$ cat config.mk
export PLATFORM = sky130hd
export DESIGN_NAME = alu_seq_flat
export DESIGN_NICKNAME = d
export VERILOG_FILES = /design/src/rtl/alu_seq_if.sv /design/src/rtl/alu_seq.sv /design/src/flat_wrapper.sv
export SDC_FILE = /design/constraint.sdc
export NUM_CORES = 1
export LEC_CHECK = 0
export CORE_MARGIN = 2
export CORE_UTILIZATION = 50
export DETAILED_ROUTE_END_ITERATION = 7
export HOLD_SLACK_MARGIN = 0.1
export PLACE_DENSITY = 0.75
export SYNTH_ARGS = -nofsm -noshare
export SYNTH_HDL_FRONTEND = slang
export SYNTH_SLANG_ARGS = --single-unit
$ cat constraint.sdc
create_clock -name clock -period 3.5 [get_ports clock]
set_clock_uncertainty 0.2 [all_clocks]
set_input_delay 0.35 -clock clock [delete_from_list [all_inputs] [get_ports clock]]
set_output_delay 0.35 -clock clock [all_outputs]
set_load 0.005 [all_outputs]
$ cat src/rtl/alu_seq_if.sv
// Request/response bundle between the datapath controller and alu_seq.
interface alu_seq_if #(
  parameter int unsigned WIDTH = 8
);
  logic             start;
  logic [WIDTH-1:0] A;
  logic [WIDTH-1:0] B;
  logic [3:0]       OPR;
  logic             busy;
  logic             done;
  logic [WIDTH-1:0] R;
  logic [WIDTH-1:0] RH;
  logic             Co;
  logic             Z;
  logic             N;
  logic             V;

  modport master (
    output start, A, B, OPR,
    input  busy, done, R, RH, Co, Z, N, V
  );

  modport slave (
    input  start, A, B, OPR,
    output busy, done, R, RH, Co, Z, N, V
  );
endinterface

$ cat src/rtl/alu_seq.sv
// Registered ALU with stored carry, status flags and a shift-add multiplier.
module alu_seq #(
  parameter int unsigned WIDTH = 8
) (
  input logic      clock,
  input logic      reset,
  alu_seq_if.slave bus
);
  localparam int unsigned CntW = $clog2(WIDTH) + 1;

  localparam logic [0:0] StIdle = 1'b0;
  localparam logic [0:0] StMul  = 1'b1;

  localparam logic [3:0] OpPass = 4'd0;
  localparam logic [3:0] OpSub  = 4'd1;
  localparam logic [3:0] OpAdd  = 4'd2;
  localparam logic [3:0] OpXor  = 4'd3;
  localparam logic [3:0] OpAsr  = 4'd4;
  localparam logic [3:0] OpShl  = 4'd5;
  localparam logic [3:0] OpAnd  = 4'd6;
  localparam logic [3:0] OpOr   = 4'd7;
  localparam logic [3:0] OpAdc  = 4'd8;
  localparam logic [3:0] OpSbc  = 4'd9;
  localparam logic [3:0] OpMul  = 4'd10;
  localparam logic [3:0] OpLsr  = 4'd11;

  logic [0:0]         state_q, state_d;
  logic [WIDTH-1:0]   mcand_q, mcand_d;
  logic [WIDTH-1:0]   mplier_q, mplier_d;
  logic [2*WIDTH-1:0] acc_q, acc_d;
  logic [CntW-1:0]    cnt_q, cnt_d;
  logic [WIDTH-1:0]   r_q, r_d, rh_q, rh_d;
  logic               co_q, co_d, z_q, z_d, n_q, n_d, v_q, v_d;
  logic               done_q, done_d;

  logic [WIDTH:0]     ext;
  logic [WIDTH-1:0]   op_r;
  logic               op_co, op_v, op_ok;
  logic [WIDTH:0]     mul_sum;
  logic [2*WIDTH-1:0] acc_nxt;
  logic [CntW-1:0]    cnt_inc;

  // Single-cycle result and flags from the live operands and stored carry.
  always_comb begin
    ext   = '0;
    op_r  = '0;
    op_co = 1'b0;
    op_v  = 1'b0;
    op_ok = 1'b1;
    case (bus.OPR)
      OpPass: op_r = bus.B;
      OpSub, OpSbc: begin
        ext   = {1'b0, bus.A} - {1'b0, bus.B}
                - {{WIDTH{1'b0}}, (bus.OPR == OpSbc) & co_q};
        op_r  = ext[WIDTH-1:0];
        op_co = ext[WIDTH];
        op_v  = (bus.A[WIDTH-1] != bus.B[WIDTH-1]) && (op_r[WIDTH-1] != bus.A[WIDTH-1]);
      end
      OpAdd, OpAdc: begin
        ext   = {1'b0, bus.A} + {1'b0, bus.B}
                + {{WIDTH{1'b0}}, (bus.OPR == OpAdc) & co_q};
        op_r  = ext[WIDTH-1:0];
        op_co = ext[WIDTH];
        op_v  = (bus.A[WIDTH-1] == bus.B[WIDTH-1]) && (op_r[WIDTH-1] != bus.A[WIDTH-1]);
      end
      OpXor: op_r = bus.A ^ bus.B;
      OpAsr: op_r = {bus.A[WIDTH-1], bus.A[WIDTH-1:1]};
      OpShl: op_r = {bus.A[WIDTH-2:0], 1'b0};
      OpAnd: op_r = bus.A & bus.B;
      OpOr:  op_r = bus.A | bus.B;
      OpMul: op_r = '0;
      OpLsr: begin
        op_r  = {1'b0, bus.A[WIDTH-1:1]};
        op_co = bus.A[0];
      end
      default: op_ok = 1'b0;
    endcase
  end

  // One shift-add step: WIDTH+1-bit sum keeps the carry before the right shift.
  always_comb begin
    mul_sum = {1'b0, acc_q[2*WIDTH-1:WIDTH]} + (mplier_q[0] ? {1'b0, mcand_q} : '0);
    acc_nxt = {mul_sum, acc_q[WIDTH-1:1]};
    cnt_inc = cnt_q + 1'b1;
  end

  // Sequencing: accept in IDLE, iterate in MUL, write results on completion.
  always_comb begin
    state_d  = state_q;
    mcand_d  = mcand_q;
    mplier_d = mplier_q;
    acc_d    = acc_q;
    cnt_d    = cnt_q;
    r_d      = r_q;
    rh_d     = rh_q;
    co_d     = co_q;
    z_d      = z_q;
    n_d      = n_q;
    v_d      = v_q;
    done_d   = 1'b0;
    if (state_q == StIdle) begin
      if (bus.start) begin
        if (bus.OPR == OpMul) begin
          mcand_d  = bus.A;
          mplier_d = bus.B;
          acc_d    = '0;
          cnt_d    = '0;
          state_d  = StMul;
        end else begin
          r_d    = op_r;
          rh_d   = '0;
          co_d   = op_co;
          z_d    = op_ok && (op_r == '0);
          n_d    = op_r[WIDTH-1];
          v_d    = op_v;
          done_d = 1'b1;
        end
      end
    end else begin
      acc_d    = acc_nxt;
      mplier_d = mplier_q >> 1;
      cnt_d    = cnt_inc;
      if (cnt_inc == CntW'(WIDTH)) begin
        r_d     = acc_nxt[WIDTH-1:0];
        rh_d    = acc_nxt[2*WIDTH-1:WIDTH];
        co_d    = 1'b0;
        z_d     = (acc_nxt == '0);
        n_d     = acc_nxt[2*WIDTH-1];
        v_d     = 1'b0;
        done_d  = 1'b1;
        state_d = StIdle;
      end
    end
  end

  // State and result registers; reset aborts any multiply in flight.
  always_ff @(posedge clock or negedge reset) begin
    if (!reset) begin
      state_q  <= StIdle;
      mcand_q  <= '0;
      mplier_q <= '0;
      acc_q    <= '0;
      cnt_q    <= '0;
      r_q      <= '0;
      rh_q     <= '0;
      co_q     <= 1'b0;
      z_q      <= 1'b0;
      n_q      <= 1'b0;
      v_q      <= 1'b0;
      done_q   <= 1'b0;
    end else begin
      state_q  <= state_d;
      mcand_q  <= mcand_d;
      mplier_q <= mplier_d;
      acc_q    <= acc_d;
      cnt_q    <= cnt_d;
      r_q      <= r_d;
      rh_q     <= rh_d;
      co_q     <= co_d;
      z_q      <= z_d;
      n_q      <= n_d;
      v_q      <= v_d;
      done_q   <= done_d;
    end
  end

  assign bus.busy = (state_q == StMul);
  assign bus.done = done_q;
  assign bus.R    = r_q;
  assign bus.RH   = rh_q;
  assign bus.Co   = co_q;
  assign bus.Z    = z_q;
  assign bus.N    = n_q;
  assign bus.V    = v_q;
endmodule

$ cat src/flat_wrapper.sv
// flat-port wrapper written by rule: the top's interface ports become plain ports
module alu_seq_flat 
#(
  parameter int unsigned WIDTH = 8
)
  (clock, reset, bus_start, bus_A, bus_B, bus_OPR, bus_busy, bus_done, bus_R, bus_RH, bus_Co, bus_Z, bus_N, bus_V);
  alu_seq_if #(.WIDTH(WIDTH)) bus_i ();
  input logic clock;
  input logic reset;
  input wire logic [$bits(bus_i.start)-1:0] bus_start;
  input wire logic [$bits(bus_i.A)-1:0] bus_A;
  input wire logic [$bits(bus_i.B)-1:0] bus_B;
  input wire logic [$bits(bus_i.OPR)-1:0] bus_OPR;
  output wire logic [$bits(bus_i.busy)-1:0] bus_busy;
  output wire logic [$bits(bus_i.done)-1:0] bus_done;
  output wire logic [$bits(bus_i.R)-1:0] bus_R;
  output wire logic [$bits(bus_i.RH)-1:0] bus_RH;
  output wire logic [$bits(bus_i.Co)-1:0] bus_Co;
  output wire logic [$bits(bus_i.Z)-1:0] bus_Z;
  output wire logic [$bits(bus_i.N)-1:0] bus_N;
  output wire logic [$bits(bus_i.V)-1:0] bus_V;
  assign bus_i.start = bus_start;
  assign bus_i.A = bus_A;
  assign bus_i.B = bus_B;
  assign bus_i.OPR = bus_OPR;
  assign bus_busy = bus_i.busy;
  assign bus_done = bus_i.done;
  assign bus_R = bus_i.R;
  assign bus_RH = bus_i.RH;
  assign bus_Co = bus_i.Co;
  assign bus_Z = bus_i.Z;
  assign bus_N = bus_i.N;
  assign bus_V = bus_i.V;
  alu_seq #(.WIDTH(WIDTH)) u_core (.clock(clock), .reset(reset), .bus(bus_i));
endmodule
==> run_results.csv <==
group,metric,value,unit
cts,numCtsBuffers,9,
cts,htreeDepth,3,
power_and_ir_drop,switchingPower,1.15,mW
power_and_ir_drop,leakage,2.47,nW
power_and_ir_drop,internal_power,1.87,mW
synth,yosysSeqAreaShare,32.7,%
synth,synthArstFlopShare,100,%
timing,setup_viol,0,
routing,vias_per_cell,5.90,
routing,ant_nets,0,
cts,clock-root-buffer,"clkbuf_8",
finish,finalNetCount,650,
die,die_x,97.4,um
worst_setup_path,critPathRequiredTime,3580,ps
timing,hold_viol,0,
min_path,min_path_type,"reg -> reg",
finish,drive_gt1_share,11.1,%
placed_design,dp_hpwl,9900,um
timing,whs,276,ps
placed_design,routabilityCongestion,0.945,
synth,syn_inst,517,
power_and_ir_drop,switching_share,38.1,%
placed_design,io_buffers,44,
worst_setup_path,critPathArrivalTime,3450,ps
outcome,status,"finished clean",
finish,area_growth,21.8,%
synth,yosysTopAreaCell,"dfrtp_1",
worst_setup_path,cpMaxStageDelayCell,"a221oi_1",
timing,worstMarginPinSlew,966,ps
global_route,grt_pass1_wl,20400,um
routing,drc,0,
routing,drt_iter0_drc,350,
finish,stdcell_area,0.00531,mm2
die,initial_core_util,50.7,%
placed_design,dp_cells,679,
cts,cts.sinks,57,
finish,fill_cells,741,
global_route,overflow,0,
synth,synth_cell_type_count,68,
power_and_ir_drop,power,3.02,mW
placed_design,placed_area,0.00506,mm2
worst_setup_path,critPathLaunchType,"input pin",
finish,final_cells,696,
placed_design,dp_worst_setup_slack,-286,ps
synth,synth_nets,584,
synth,synth.most_common_cell,"nand2_1",
die,die_h,97.4,um
die,dieArea,0.00948,mm2
synth,synth_flop_cell,"dfrtp_1",
timing,min_period_over_period,96.4,%
power_and_ir_drop,pwr-share-seq,35.4,%
finish,insertedDiodeCount,0,
cts,cts_tree,"built",
cts,clockBufferDepth,2,
run,drv_cap,0,
die,rows,34,
timing,slew_headroom,35.3,%
die,coreArea,0.00859,mm2
worst_setup_path,critPathKind,"in -> reg",
worst_setup_path,crit_chain,"clkdlybuf4s50_1 -> inv_2 -> nor3_2 -> nand3_1 -> fa_1 -> ha_1 -> o21ai_1 -> a21boi_1 -> buf_4 -> a21oi_1 -> a221oi_1 -> nor4b_1 -> a21o_1",
synth,synth-seq-cells,57,
synth,yosys-top-cells-count,"nand2_1 (82), dfrtp_1 (57), o21ai_0 (40)",
global_route,grt_pass1_vias,4088,
worst_setup_path,path_max_fanout,2,
die,ioPinCount,45,
worst_setup_path,end_kind,"flop",
power_and_ir_drop,vdd_drop_max,0.268,mV
synth,syn_area,0.00436,mm2
power_and_ir_drop,pwr-share-comb,41.2,%
timing,layout_min_cycle_time,3370,ps
worst_setup_path,max_stage_delay,530,ps
global_route,grt_max_degree,47,
synth,yosys_warnings,0,
cts,clk_latency,340,ps
synth,syn_area_per_cell,8.43,um2
power_and_ir_drop,powerDensity,568,mW/mm2
power_and_ir_drop,p_clk_share,23.4,%
timing,final-max-slew-violation-count,0,
cts,cts.clk_slew.worst_paths,70,ps
synth,synth_top_cells_by_area,"dfrtp_1 (33%), ha_1 (11%), nand2_1 (7.1%)",
routing,firstDrtPassIters,5,
synth,synth_edf_count,0,
timing,fin_ws,127,ps
timing,clock.fmax,0.296,GHz
routing,routed_wirelength,12600,um
global_route,antenna_found_initial,0,
synth,yosys.area.top_type_share,32.7,%
global_route,track_usage,26.9,%
routing,via_count,4104,
routing,wl_per_cell,18.1,um
## power groups by stage
stage               combinational (mW)  clock [mW]  sequential [mW]
finish                            1.24       0.706             1.07
detailed placement                1.23           0             1.08
global placement                  1.20           0             1.06
floorplan                        0.727           0             1.03
global route                      1.38       0.739             1.10
CTS                               1.24       0.714             1.06
## layout by cell type (no fill, tap or decap), types with 10 or more instances in the layout
master	n
a21oi_1	23
a22oi_1	10
buf_4	37
clkdlybuf4s50_1	43
dfrtp_1	57
ha_1	39
inv_1	32
nand2_1	82
nand3_1	13
nor2_1	29
o21ai_0	39
o21ai_1	13
xor2_1	11
## critical path: cells and delay by family
family	cells	cell delay [ps]
buffers and inverters	3	700
AOI/OAI and AO/OA	5	1010
and+or+nand+nor	3	650
adders and majority gates	2	730
## through the flow
stage          TNS, ps  utilization, %
2_1_floorplan        0               -
3_3_place_gp      -259            58.9
3_5_place_dp      -842            58.9
4_1_cts              0            61.6
5_1_grt          -19.7            61.8
6_report             0            61.8
## registers in the layout (all words and copies together), names as in the netlist
signal	count
u_core.bus.R	8
u_core.cnt_q	4
u_core.bus.V	1
u_core.mplier_q	8
u_core.bus.Z	1
u_core.mcand_q	8
u_core.bus.busy	1
u_core.acc_q	15
u_core.bus.N	1
u_core.bus.RH	8
u_core.bus.Co	1
u_core.bus.done	1
## worst paths after layout
check,from,end,slack (ps),cells after the start
worst max-delay path,bus_OPR[0],u_core.bus.Z,130,13
worst min-delay path,u_core.bus.RH[7],u_core.bus.RH[7],280,1
worst max register to register,u_core.mplier_q[0],u_core.bus.Z,440,10
worst min register to register,u_core.bus.RH[7],u_core.bus.RH[7],280,1
max in group asynchronous,reset,u_core.acc_q[14],1860,3
min in group asynchronous,reset,u_core.cnt_q[2],440,2
## routing by layer
layer  track usage [%]  up-vias  wire [um]
met5                 0        -          0
met4              10.6        0        457
met3              6.26       40        876
met2              43.9      158       5800
met1              34.8     1943       5450
li1                  -     1963          -
## cell families after synthesis
group / count (synthesis) / synth area share, %
DFF: 57 / 32.7
adders and majority gates: 44 / 13.5
xor gates and xnor gates: 20 / 4.02
AOI/OAI and AO/OA: 153 / 23.2
and+or+nand+nor: 178 / 19.1
muxes: 5 / 1.18
buffers and inverters: 60 / 6.26
## area by class of cell
type                    count  area, um2  share of cell area, %
repair buffers             82        723                   13.6
clock inverters             7        103                   1.93
multi-input cells         400       2680                   50.4
flip-flops and latches     57       1430                   26.9
inverters                  33        124                   2.33
clock buffers               9        124                   2.33
well taps                 108        135                   2.54
## what timing repair did
item	4_1_cts	5_1_grt
gates resized for setup	0	4
buffers inserted	0	0
hold buffers	1	0
setup endpoints to repair	0	5
hold endpoints to repair	38	0
(Power assumes the default switching activity.)
